## src/rtl/sram_like_pkg.sv

```systemverilog
// Shared constants and payload type for the SRAM-like arbiter slice.
package sram_like_pkg;

    localparam int unsigned ADDR_W = 32;
    localparam int unsigned DATA_W = 32;
    localparam int unsigned STRB_W = 4;
    localparam int unsigned SZ_W   = 2;
    localparam int unsigned ID_W   = 1;

    localparam logic [ID_W-1:0] ID_INST = 1'b0;
    localparam logic [ID_W-1:0] ID_DATA = 1'b1;

    localparam logic [SZ_W-1:0] SIZE_B = 2'd0;
    localparam logic [SZ_W-1:0] SIZE_H = 2'd1;
    localparam logic [SZ_W-1:0] SIZE_W = 2'd2;

    // Request fields that travel together through the grant mux
    typedef struct packed {
        logic              wr;
        logic [SZ_W-1:0]   size;
        logic [STRB_W-1:0] wstrb;
        logic [ADDR_W-1:0] addr;
        logic [DATA_W-1:0] wdata;
    } sram_req_t;

endpackage

```

## src/rtl/sram_like_arbiter_if.sv

```systemverilog
// One SRAM-like port: request side plus address/data handshakes and read data.
interface sram_like_arbiter_if;
    import sram_like_pkg::*;

    logic              req;
    logic              wr;
    logic [SZ_W-1:0]   size;
    logic [STRB_W-1:0] wstrb;
    logic [ADDR_W-1:0] addr;
    logic [DATA_W-1:0] wdata;
    logic              addr_ok;
    logic              data_ok;
    logic [DATA_W-1:0] rdata;

    modport master (
        output req, wr, size, wstrb, addr, wdata,
        input  addr_ok, data_ok, rdata
    );

    modport slave (
        input  req, wr, size, wstrb, addr, wdata,
        output addr_ok, data_ok, rdata
    );

endinterface

```

## src/rtl/sram_like_arbiter_id_fifo.sv

```systemverilog
// In-order FIFO of requester IDs for outstanding transactions; no push/pop bypass.
module id_fifo #(
    parameter int unsigned DEPTH = 2,
    parameter int unsigned WIDTH = 1
) (
    input  logic             clk,
    input  logic             rst_n,
    input  logic             push,
    input  logic             pop,
    input  logic [WIDTH-1:0] din,
    output logic [WIDTH-1:0] head,
    output logic             full,
    output logic             empty
);

    localparam int unsigned PTR_W = (DEPTH > 1) ? $clog2(DEPTH) : 1;
    localparam int unsigned CNT_W = $clog2(DEPTH + 1);
    localparam logic [PTR_W-1:0] LAST = PTR_W'(DEPTH - 1);

    logic [WIDTH-1:0] mem_q [DEPTH];
    logic [PTR_W-1:0] wr_ptr_q, wr_ptr_d;
    logic [PTR_W-1:0] rd_ptr_q, rd_ptr_d;
    logic [CNT_W-1:0] count_q, count_d;
    logic             do_push_c;
    logic             do_pop_c;

    assign full      = (count_q == CNT_W'(DEPTH));
    assign empty     = (count_q == '0);
    assign do_push_c = push & ~full;
    assign do_pop_c  = pop & ~empty;
    assign head      = mem_q[rd_ptr_q];

    // Pointers wrap modulo DEPTH, which need not be a power of two
    always_comb begin
        wr_ptr_d = wr_ptr_q;
        rd_ptr_d = rd_ptr_q;
        count_d  = count_q;
        if (do_push_c) begin
            wr_ptr_d = (wr_ptr_q == LAST) ? '0 : wr_ptr_q + PTR_W'(1);
        end
        if (do_pop_c) begin
            rd_ptr_d = (rd_ptr_q == LAST) ? '0 : rd_ptr_q + PTR_W'(1);
        end
        case ({do_push_c, do_pop_c})
            2'b10:   count_d = count_q + CNT_W'(1);
            2'b01:   count_d = count_q - CNT_W'(1);
            default: count_d = count_q;
        endcase
    end

    always_ff @(posedge clk or negedge rst_n) begin
        if (!rst_n) begin
            wr_ptr_q <= '0;
            rd_ptr_q <= '0;
            count_q  <= '0;
        end else begin
            wr_ptr_q <= wr_ptr_d;
            rd_ptr_q <= rd_ptr_d;
            count_q  <= count_d;
        end
    end

    // Entry storage carries no reset; validity is tracked by count_q
    always_ff @(posedge clk) begin
        if (do_push_c) begin
            mem_q[wr_ptr_q] <= din;
        end
    end

endmodule

```

## src/rtl/sram_like_arbiter.sv

```systemverilog
// Shares one SRAM-like memory port between IF and MEM requesters with in-order data return routing.
module sram_like_arbiter
    import sram_like_pkg::*;
#(
    parameter int unsigned DEPTH = 2
) (
    input  logic                 clk,
    input  logic                 resetn,
    sram_like_arbiter_if.slave   inst_if,
    sram_like_arbiter_if.slave   data_if,
    sram_like_arbiter_if.master  mem_if
);

    sram_req_t         inst_pl_c;
    sram_req_t         data_pl_c;
    sram_req_t         mem_pl_c;
    logic [ID_W-1:0]   grant_c;
    logic              lock_hold_c;
    logic              mem_req_c;
    logic              push_c;
    logic              pop_c;
    logic              fifo_full_c;
    logic              fifo_empty_c;
    logic [ID_W-1:0]   fifo_head_c;
    logic              locked_q, locked_d;
    logic [ID_W-1:0]   lock_id_q, lock_id_d;

    assign inst_pl_c = {inst_if.wr, inst_if.size, inst_if.wstrb, inst_if.addr, inst_if.wdata};
    assign data_pl_c = {data_if.wr, data_if.size, data_if.wstrb, data_if.addr, data_if.wdata};

    // A stalled request keeps the port until accepted or withdrawn
    always_comb begin
        lock_hold_c = 1'b0;
        grant_c     = ID_INST;
        if (locked_q) begin
            lock_hold_c = (lock_id_q == ID_DATA) ? data_if.req : inst_if.req;
        end
        if (lock_hold_c) begin
            grant_c = lock_id_q;
        end else if (data_if.req) begin
            grant_c = ID_DATA;
        end
    end

    assign mem_pl_c  = (grant_c == ID_DATA) ? data_pl_c : inst_pl_c;
    assign mem_req_c = resetn & (inst_if.req | data_if.req) & ~fifo_full_c;
    assign push_c    = mem_req_c & mem_if.addr_ok;
    assign pop_c     = mem_if.data_ok & ~fifo_empty_c;

    assign mem_if.req   = mem_req_c;
    assign mem_if.wr    = mem_pl_c.wr;
    assign mem_if.size  = mem_pl_c.size;
    assign mem_if.wstrb = mem_pl_c.wstrb;
    assign mem_if.addr  = mem_pl_c.addr;
    assign mem_if.wdata = mem_pl_c.wdata;

    assign inst_if.addr_ok = push_c & (grant_c == ID_INST);
    assign data_if.addr_ok = push_c & (grant_c == ID_DATA);
    assign inst_if.data_ok = pop_c & (fifo_head_c == ID_INST);
    assign data_if.data_ok = pop_c & (fifo_head_c == ID_DATA);
    assign inst_if.rdata   = mem_if.rdata;
    assign data_if.rdata   = mem_if.rdata;

    // Lock whenever the offered request is not taken this cycle
    always_comb begin
        locked_d  = 1'b0;
        lock_id_d = lock_id_q;
        if (mem_req_c && !mem_if.addr_ok) begin
            locked_d  = 1'b1;
            lock_id_d = grant_c;
        end
    end

    always_ff @(posedge clk or negedge resetn) begin
        if (!resetn) begin
            locked_q  <= 1'b0;
            lock_id_q <= ID_INST;
        end else begin
            locked_q  <= locked_d;
            lock_id_q <= lock_id_d;
        end
    end

    id_fifo #(
        .DEPTH (DEPTH),
        .WIDTH (ID_W)
    ) u_fifo (
        .clk   (clk),
        .rst_n (resetn),
        .push  (push_c),
        .pop   (pop_c),
        .din   (grant_c),
        .head  (fifo_head_c),
        .full  (fifo_full_c),
        .empty (fifo_empty_c)
    );

endmodule

```

## src/flat_wrapper.sv

```systemverilog
// flat-port wrapper written by rule: the top's interface ports become plain ports
module sram_like_arbiter_flat import sram_like_pkg::*;
#(
    parameter int unsigned DEPTH = 2
)
  (clk, resetn, inst_if_req, inst_if_wr, inst_if_size, inst_if_wstrb, inst_if_addr, inst_if_wdata, inst_if_addr_ok, inst_if_data_ok, inst_if_rdata, data_if_req, data_if_wr, data_if_size, data_if_wstrb, data_if_addr, data_if_wdata, data_if_addr_ok, data_if_data_ok, data_if_rdata, mem_if_req, mem_if_wr, mem_if_size, mem_if_wstrb, mem_if_addr, mem_if_wdata, mem_if_addr_ok, mem_if_data_ok, mem_if_rdata);
  sram_like_arbiter_if inst_if_i ();
  sram_like_arbiter_if data_if_i ();
  sram_like_arbiter_if mem_if_i ();
  input  logic clk;
  input  logic resetn;
  input wire logic [$bits(inst_if_i.req)-1:0] inst_if_req;
  input wire logic [$bits(inst_if_i.wr)-1:0] inst_if_wr;
  input wire logic [$bits(inst_if_i.size)-1:0] inst_if_size;
  input wire logic [$bits(inst_if_i.wstrb)-1:0] inst_if_wstrb;
  input wire logic [$bits(inst_if_i.addr)-1:0] inst_if_addr;
  input wire logic [$bits(inst_if_i.wdata)-1:0] inst_if_wdata;
  output wire logic [$bits(inst_if_i.addr_ok)-1:0] inst_if_addr_ok;
  output wire logic [$bits(inst_if_i.data_ok)-1:0] inst_if_data_ok;
  output wire logic [$bits(inst_if_i.rdata)-1:0] inst_if_rdata;
  input wire logic [$bits(data_if_i.req)-1:0] data_if_req;
  input wire logic [$bits(data_if_i.wr)-1:0] data_if_wr;
  input wire logic [$bits(data_if_i.size)-1:0] data_if_size;
  input wire logic [$bits(data_if_i.wstrb)-1:0] data_if_wstrb;
  input wire logic [$bits(data_if_i.addr)-1:0] data_if_addr;
  input wire logic [$bits(data_if_i.wdata)-1:0] data_if_wdata;
  output wire logic [$bits(data_if_i.addr_ok)-1:0] data_if_addr_ok;
  output wire logic [$bits(data_if_i.data_ok)-1:0] data_if_data_ok;
  output wire logic [$bits(data_if_i.rdata)-1:0] data_if_rdata;
  output wire logic [$bits(mem_if_i.req)-1:0] mem_if_req;
  output wire logic [$bits(mem_if_i.wr)-1:0] mem_if_wr;
  output wire logic [$bits(mem_if_i.size)-1:0] mem_if_size;
  output wire logic [$bits(mem_if_i.wstrb)-1:0] mem_if_wstrb;
  output wire logic [$bits(mem_if_i.addr)-1:0] mem_if_addr;
  output wire logic [$bits(mem_if_i.wdata)-1:0] mem_if_wdata;
  input wire logic [$bits(mem_if_i.addr_ok)-1:0] mem_if_addr_ok;
  input wire logic [$bits(mem_if_i.data_ok)-1:0] mem_if_data_ok;
  input wire logic [$bits(mem_if_i.rdata)-1:0] mem_if_rdata;
  assign inst_if_i.req = inst_if_req;
  assign inst_if_i.wr = inst_if_wr;
  assign inst_if_i.size = inst_if_size;
  assign inst_if_i.wstrb = inst_if_wstrb;
  assign inst_if_i.addr = inst_if_addr;
  assign inst_if_i.wdata = inst_if_wdata;
  assign inst_if_addr_ok = inst_if_i.addr_ok;
  assign inst_if_data_ok = inst_if_i.data_ok;
  assign inst_if_rdata = inst_if_i.rdata;
  assign data_if_i.req = data_if_req;
  assign data_if_i.wr = data_if_wr;
  assign data_if_i.size = data_if_size;
  assign data_if_i.wstrb = data_if_wstrb;
  assign data_if_i.addr = data_if_addr;
  assign data_if_i.wdata = data_if_wdata;
  assign data_if_addr_ok = data_if_i.addr_ok;
  assign data_if_data_ok = data_if_i.data_ok;
  assign data_if_rdata = data_if_i.rdata;
  assign mem_if_req = mem_if_i.req;
  assign mem_if_wr = mem_if_i.wr;
  assign mem_if_size = mem_if_i.size;
  assign mem_if_wstrb = mem_if_i.wstrb;
  assign mem_if_addr = mem_if_i.addr;
  assign mem_if_wdata = mem_if_i.wdata;
  assign mem_if_i.addr_ok = mem_if_addr_ok;
  assign mem_if_i.data_ok = mem_if_data_ok;
  assign mem_if_i.rdata = mem_if_rdata;
  sram_like_arbiter #(.DEPTH(DEPTH)) u_core (.clk(clk), .resetn(resetn), .inst_if(inst_if_i), .data_if(data_if_i), .mem_if(mem_if_i));
endmodule
```

## config.mk

```make
export PLATFORM = sky130hd
export DESIGN_NAME = sram_like_arbiter_flat
export DESIGN_NICKNAME = d
export VERILOG_FILES = /design/src/rtl/sram_like_pkg.sv /design/src/rtl/sram_like_arbiter_if.sv /design/src/rtl/sram_like_arbiter_id_fifo.sv /design/src/rtl/sram_like_arbiter.sv /design/src/flat_wrapper.sv
export SDC_FILE = /design/constraint.sdc
export NUM_CORES = 1
export LEC_CHECK = 0
export ABC_AREA = 1
export ABC_CLOCK_PERIOD_IN_PS = 1500
export CAP_MARGIN = 20
export CORE_AREA = 3 3 125 127
export CTS_CLUSTER_DIAMETER = 200
export DETAILED_ROUTE_END_ITERATION = 7
export DIE_AREA = 0 0 128 130
export GPL_ROUTABILITY_DRIVEN = 0
export PLACE_DENSITY = 0.61
export SLEW_MARGIN = 20
export SYNTH_ARGS = -nofsm -noshare
export SYNTH_HDL_FRONTEND = slang
export SYNTH_SLANG_ARGS = --single-unit
export TNS_END_PERCENT = 20
```

## constraint.sdc

```tcl
create_clock -name clk -period 1.5 [get_ports clk]
set_input_delay 0.15 -clock clk [delete_from_list [all_inputs] [get_ports clk]]
set_output_delay 0.15 -clock clk [all_outputs]
set_load 0.02 [all_outputs]
```

; Word-level counts from Yosys, hierarchy flattened
; Memories as Yosys holds them, arrays and structs flattened.
; Cells that the tools add are included.
[word_totals]
memories = 1
ram_bits = 2
output_inout_bits = 140
in_bits = 180
regBits = 6
wordCells = 43
[memory_table]
columns = memory, depth, width, read_ports, rd_ports_with_merged_regs, wr, line
row1 = u_core.u_fifo.mem_q, 2, 1, 1, 0, 1, sram_like_arbiter_id_fifo.sv:20  ; logic [WIDTH-1:0] mem_q [DEPTH];
[op_classes]
bitwise_logic = 15
mux = 11
reduce_logical = 4
n_eq_ne = 3
n_addsub = 4
[ops]
columns = operator, n
row1 = two-way mux 71 bit, 1
row2 = AND 1 bit, 10
row3 = two-way mux 1 bit, 9
row4 = == test 2 bit (second input constant), 2
row5 = inverter 1 bit, 4
row6 = one-hot mux 2 bit (2 select lines), 1
row7 = adder 1 bit (second input constant), 2
row8 = adder 2 x 1 -> 2 bit (second input constant), 1
row9 = == test 2 x 1 -> 1 bit (second input constant), 1
row10 = zero test 2 bit, 1
row11 = nonzero test 2 bit, 1
row12 = subtractor 2 x 1 -> 2 bit (second input constant), 1
row13 = logical AND 1 bit, 1
row14 = zero test 1 bit, 1
row15 = OR 1 bit, 1

; Longest topological paths before layout
[depth]
depth_word = 7
ltp_mapped = 9
mapped_depth_nobuf = 7

; Hierarchy
; Synthesis repeated with hierarchy kept, for this count alone.
[unflattened]
hier_cells = 357
area_unflattened_um2 = 1836.8
[modules_own_cells]
columns = module, area_per_inst_um2, cells_each, n_inst, seq_area_each_um2
row1 = sram_like_arbiter, 1524.0, 319, 1, 50.0
row2 = id_fifo, 312.8, 38, 1, 160.2

; Worst setup path before layout
; No wires, ideal clock.
[synth_path]
path_kind = reg-to-reg
start = register u_core.u_fifo.count_q[0]
end = register u_core.u_fifo.count_q[1]
t_required_ns = 1.377
n_path_buf = 0
period_less_slack_ns = 1.411
setup_time_ns = 0.123
path_slack_ns = 0.089
path_stages_with_launch = 8
arrival_time_ns = 1.289
path_cell_list = dfrtp_1 -> inv_1 -> nand2_1 -> nand3_1 -> ha_1 -> a21oi_1 -> nand2_1 -> xnor2_1
[synth_between]
elab_chain_cells = 7
word_cells_on_any_way = 15
cone_classes = add/sub: 2 / eq/ne: 3 / mux: 1 / bitwise: 7 / reduce/logical: 2
[synth_rtl]
columns = item, line
row1 = from (decl), sram_like_arbiter_id_fifo.sv:23  ; logic [CNT_W-1:0] count_q, count_d;
row2 = from (signal assigned), sram_like_arbiter_id_fifo.sv:59  ; count_q <= count_d;
row3 = == test 2 bit, sram_like_arbiter_id_fifo.sv:27  ; assign full = (count_q == CNT_W'(DEPTH));
row4 = inverter 1 bit, "sram_like_arbiter_id_fifo.sv:29, sram_like_arbiter.sv:46"
row5 = AND 1 bit, sram_like_arbiter.sv:46  ; assign mem_req_c = resetn & (inst_if.req | data_if.req) & ~fifo_full_c;
row6 = AND 1 bit, sram_like_arbiter.sv:47  ; assign push_c = mem_req_c & mem_if.addr_ok;
row7 = AND 1 bit, sram_like_arbiter_id_fifo.sv:29  ; assign do_push_c = push & ~full;
row8 = == test 2 x 1 -> 1 bit / == test 2 bit (equally long branches), sram_like_arbiter_id_fifo.sv:44  ; case ({do_push_c, do_pop_c})
row9 = one-hot mux 2 bit (2 select lines) / nonzero test 2 bit (equally long branches), -
; Parallel ways exist; a longest one is shown, timed or not.
; A chain may end at the register's enable or synchronous reset.

; Final worst setup path
[layout_path]
start = register u_core.lock_id_q
end = output port mem_if_wdata[0]
[layout_between]
elab_chain_cells = 4
[layout_rtl]
columns = item, line
row1 = from (decl), sram_like_arbiter.sv:26  ; logic [ID_W-1:0] lock_id_q, lock_id_d;
row2 = from (signal assigned), sram_like_arbiter.sv:80  ; lock_id_q <= lock_id_d;
row3 = two-way mux 1 bit, sram_like_arbiter.sv:36  ; lock_hold_c = (lock_id_q == ID_DATA) ? data_if.req : inst_if.req;
row4 = two-way mux 1 bit, sram_like_arbiter.sv:35  ; if (locked_q) begin
row5 = two-way mux 1 bit *, sram_like_arbiter.sv:38  ; if (lock_hold_c) begin
row6 = two-way mux 71 bit *, sram_like_arbiter.sv:45  ; assign mem_pl_c = (grant_c == ID_DATA) ? data_pl_c : inst_pl_c;
row7 = to (decl), flat_wrapper.sv:35  ; output wire logic [$bits(mem_if_i.wdata)-1:0] mem_if_wdata;
; Every way passes the cells marked *; elsewhere a longest branch is shown, timed or not.

==> run_results.csv <==
group,metric,value,unit
run_status,status,"finished, violations left",
run_status,violations,"negative setup slack",
drt,initialDrtViolationCount,47,
finish,fin_util,27.81,%
global_routing,grt_usage,8.534,%
finish,final_common_cell,"nand2_1",
timing,finClkSkew,2.234,ps
timing,slew_viol_final,0,
drt,vias,2577,
clock_tree,cts_root_buf,"clkbuf_16",
clock_tree,clock-sinks,8,
synth,synth-seq-cells,8,
global_routing,grt_use_met2,15.28,%
setup_path,required,1350,ps
timing,min_period,1599,ps
clock_tree,cts_tree,"yes",
global_routing,antenna_found_initial,0,
timing,hold_violations,0,
clock_tree,clk_pin_slew,40,ps
synth,syn_nets,521,
setup_path,cp-start-kind,"flop",
floorplanning,die_h,130,um
global_routing,met3_usage,4.544,%
global_routing,grt_max_degree,35,
finish,fill_cells,1615,
setup_path,cp-end-kind,"primary output",
floorplanning,top_level_ports,320,
synth,ys_seq_area_share,11.62,%
pwr,p_per_area,700.2,nW/um^2
clock_tree,clk_latency,230,ps
finish,area_delta_synth_final,123.4,%
timing,setup_slack,-99.33,ps
pwr,ir_drop,356.9,uV
placement,io_buffers,223,
timing,setup-violations-final,72,
synth,ys_types,22,
placement,hpwl,6701,um
finish,final_cell_mix,"220 x nand2_1, 144 x clkdlybuf4s50_1, 36 x buf_6, 30 x buf_4, 28 x buf_2",
floorplanning,coreArea,14530,um^2
setup_path,worst-path-buf-inv,3,
drt,vias_per_cell,3.666,
global_routing,grt-busiest-layer,"met2",
clock_tree,htree_levels,1,
drt,routed_wl,9280,um
setup_path,crit_chain,"nor2_2 -> nand2_2 -> nand2_8 -> buf_12 -> clkbuf_16 -> nand2_1 -> nand2_1 -> buf_6",
drt,drtPass1Iterations,4,
setup_path,path_class,"reg -> out",
timing,fmax,625.3,MHz
setup_path,crit_family,"simple AND/OR/NAND/NOR gates",
setup_path,crit_path_max_fanout,9,
global_routing,first_global_vias,2402,
setup_path,worst_path_largest_cell_delay,390,ps
drt,drc,0,
synth,synthCells,340,
clock_tree,cts_max_path_buffers,2,
min_path,hold_class,"in -> out",
finish,nNetsFinal,701,
run,drv_cap,0,
pwr,p_leak,0.002063,uW
timing,rsz0062_at_grt,"yes",
timing,slew_headroom,80.90,%
drt,ant_nets,0,
timing,fin_crit_sh,106.6,%
drt,avgRoutedWirePerCell,13.20,um
global_routing,overflow,0,
setup_path,path_common_cell,"nand2_1",
synth,synth_area,1809,um^2
timing,tightestPinTransition,285.5,ps
global_routing,grt_pass1_wl,11570,um
synth,postSynthAreaPerCell,5.321,um^2
floorplanning,rows,44,
synth,synth-warning-count,0,
finish,antenna_cells,0,
floorplanning,die_w,128,um
setup_path,cp_slowest_cell,"dfrtp_1",
global_routing,use_met1,8.688,%
floorplanning,die-area,16640,um^2
timing,whs,300.0,ps
floorplanning,initial_core_util,12.45,%
clock_tree,cts_made_buffers,3,
finish,drive_gt1_share,23.70,%
setup_path,worst_ep_arrival_time,1450,ps
==> area by class of cell <==
type,instances,area (um^2),share of cell area [%]
Tap cell,184,230.2,5.697
Multi-Input combinational cell,244,1018,25.20
Timing Repair Buffer,254,2462,60.93
Clock buffer,4,78.83,1.950
Sequential cell,8,210.2,5.201
Inverter,9,41.29,1.022
==> metal layers <==
layer,vias up,wire length [um]
met4,0,159
met3,23,1257
li1,1304,-
met2,181,4590
met1,1069,3272
met5,-,0
==> flip-flops by register name, summed over array words and instances (netlist names) <==
name / flops
u_core.lock_id_q: 1
u_core.locked_q: 1
u_core.u_fifo.count_q: 2
u_core.u_fifo.mem_q: 2
u_core.u_fifo.rd_ptr_q: 1
u_core.u_fifo.wr_ptr_q: 1
==> logic make-up after synthesis <==
| kind of cell | after synthesis | synth area share [%] |
|---|---|---|
| mux | 1 | 0.5533 |
| fa+ha+maj | 1 | 0.6915 |
| flops | 8 | 11.62 |
| simple gates | 237 | 50.21 |
| buf+inv | 88 | 34.92 |
| xor+xnor | 3 | 1.453 |
| compound gates | 2 | 0.5527 |
==> where the power goes <==
group          internal [uW]  switching (uW)
clock network            355             113
logic                   1070             919
registers                306            64.4
total                   1730            1100
==> what timing repair did <==
item                                    in CTS  in global routing
endpoints found under the hold margin        0                  6
gates cloned                                 1                  5
gates resized for setup                    362                 38
hold buffers                                 0                  1
buffers inserted                             1                  6
pin swaps                                   16                 15
endpoints found under the setup margin      78                 77
==> worst reg2reg max path: cells and delay by family (launching register included) <==
family,cells,cell delay (ps)
AO/OA/AOI/OAI,1,100
XOR/XNOR,1,130
adder cells (fa/ha/maj),1,230
buffers and inverters,2,220
flip-flops,1,380
AND/OR/NAND/NOR,3,260
==> synth_stat cells, drive strengths merged <==
library cell	count	share of area, %
nand3	2	0.55
buf	78	33
inv	9	1.9
dfrtp	6	8.3
nor2	8	1.8
clkbuf	1	0.21
and2	1	0.35
ha	1	0.69
nand3b	1	0.42
o21ai	1	0.28
edfxtp	2	3.3
or2	1	0.35
xnor2	3	1.5
mux2i	1	0.55
nand4	1	0.35
a21oi	1	0.28
nand2	223	46
==> stage by stage <==
| stage | area, um^2 | worst slack (ps) | cells | total power [uW] | setup TNS (ps) |
|---|---|---|---|---|---|
| 2_1_floorplan | 1809 | 88.92 | 340 | 1409 | 0 |
| 3_3_place_gp | 3859 | -623.7 | 686 | 2237 | -43350 |
| 3_5_place_dp | 3859 | -611.6 | 686 | 2243 | -43020 |
| 4_1_cts | 3842 | -217.5 | 692 | 2684 | -8247 |
| 5_1_grt | 4041 | -166.9 | 703 | 3020 | -10620 |
| 6_report | 4041 | -99.33 | 703 | 2830 | -5208 |
==> worst paths after layout <==
| kind | startpoint | end | slack (ps) | cells after the start |
|---|---|---|---|---|
| worst max-delay path | u_core.lock_id_q$_DFFE_PN0P_ | mem_if_wdata[0] | -100 | 8 |
| min in group asynchronous | resetn | u_core.u_fifo.wr_ptr_q$_DFFE_PN0N_ | 470 | 3 |
| worst max register to register | u_core.u_fifo.count_q[0]$_DFFE_PN0P_ | u_core.u_fifo.count_q[1]$_DFFE_PN0P_ | 60 | 8 |
| worst min-delay path | mem_if_rdata[19] | data_if_rdata[19] | 300 | 0 |
| max in group asynchronous | resetn | u_core.u_fifo.count_q[1]$_DFFE_PN0P_ | 810 | 3 |
| worst min register to register | u_core.u_fifo.wr_ptr_q$_DFFE_PN0N_ | u_core.u_fifo.wr_ptr_q$_DFFE_PN0N_ | 460 | 2 |
No activity file was read; power rests on OpenSTA's default activity.
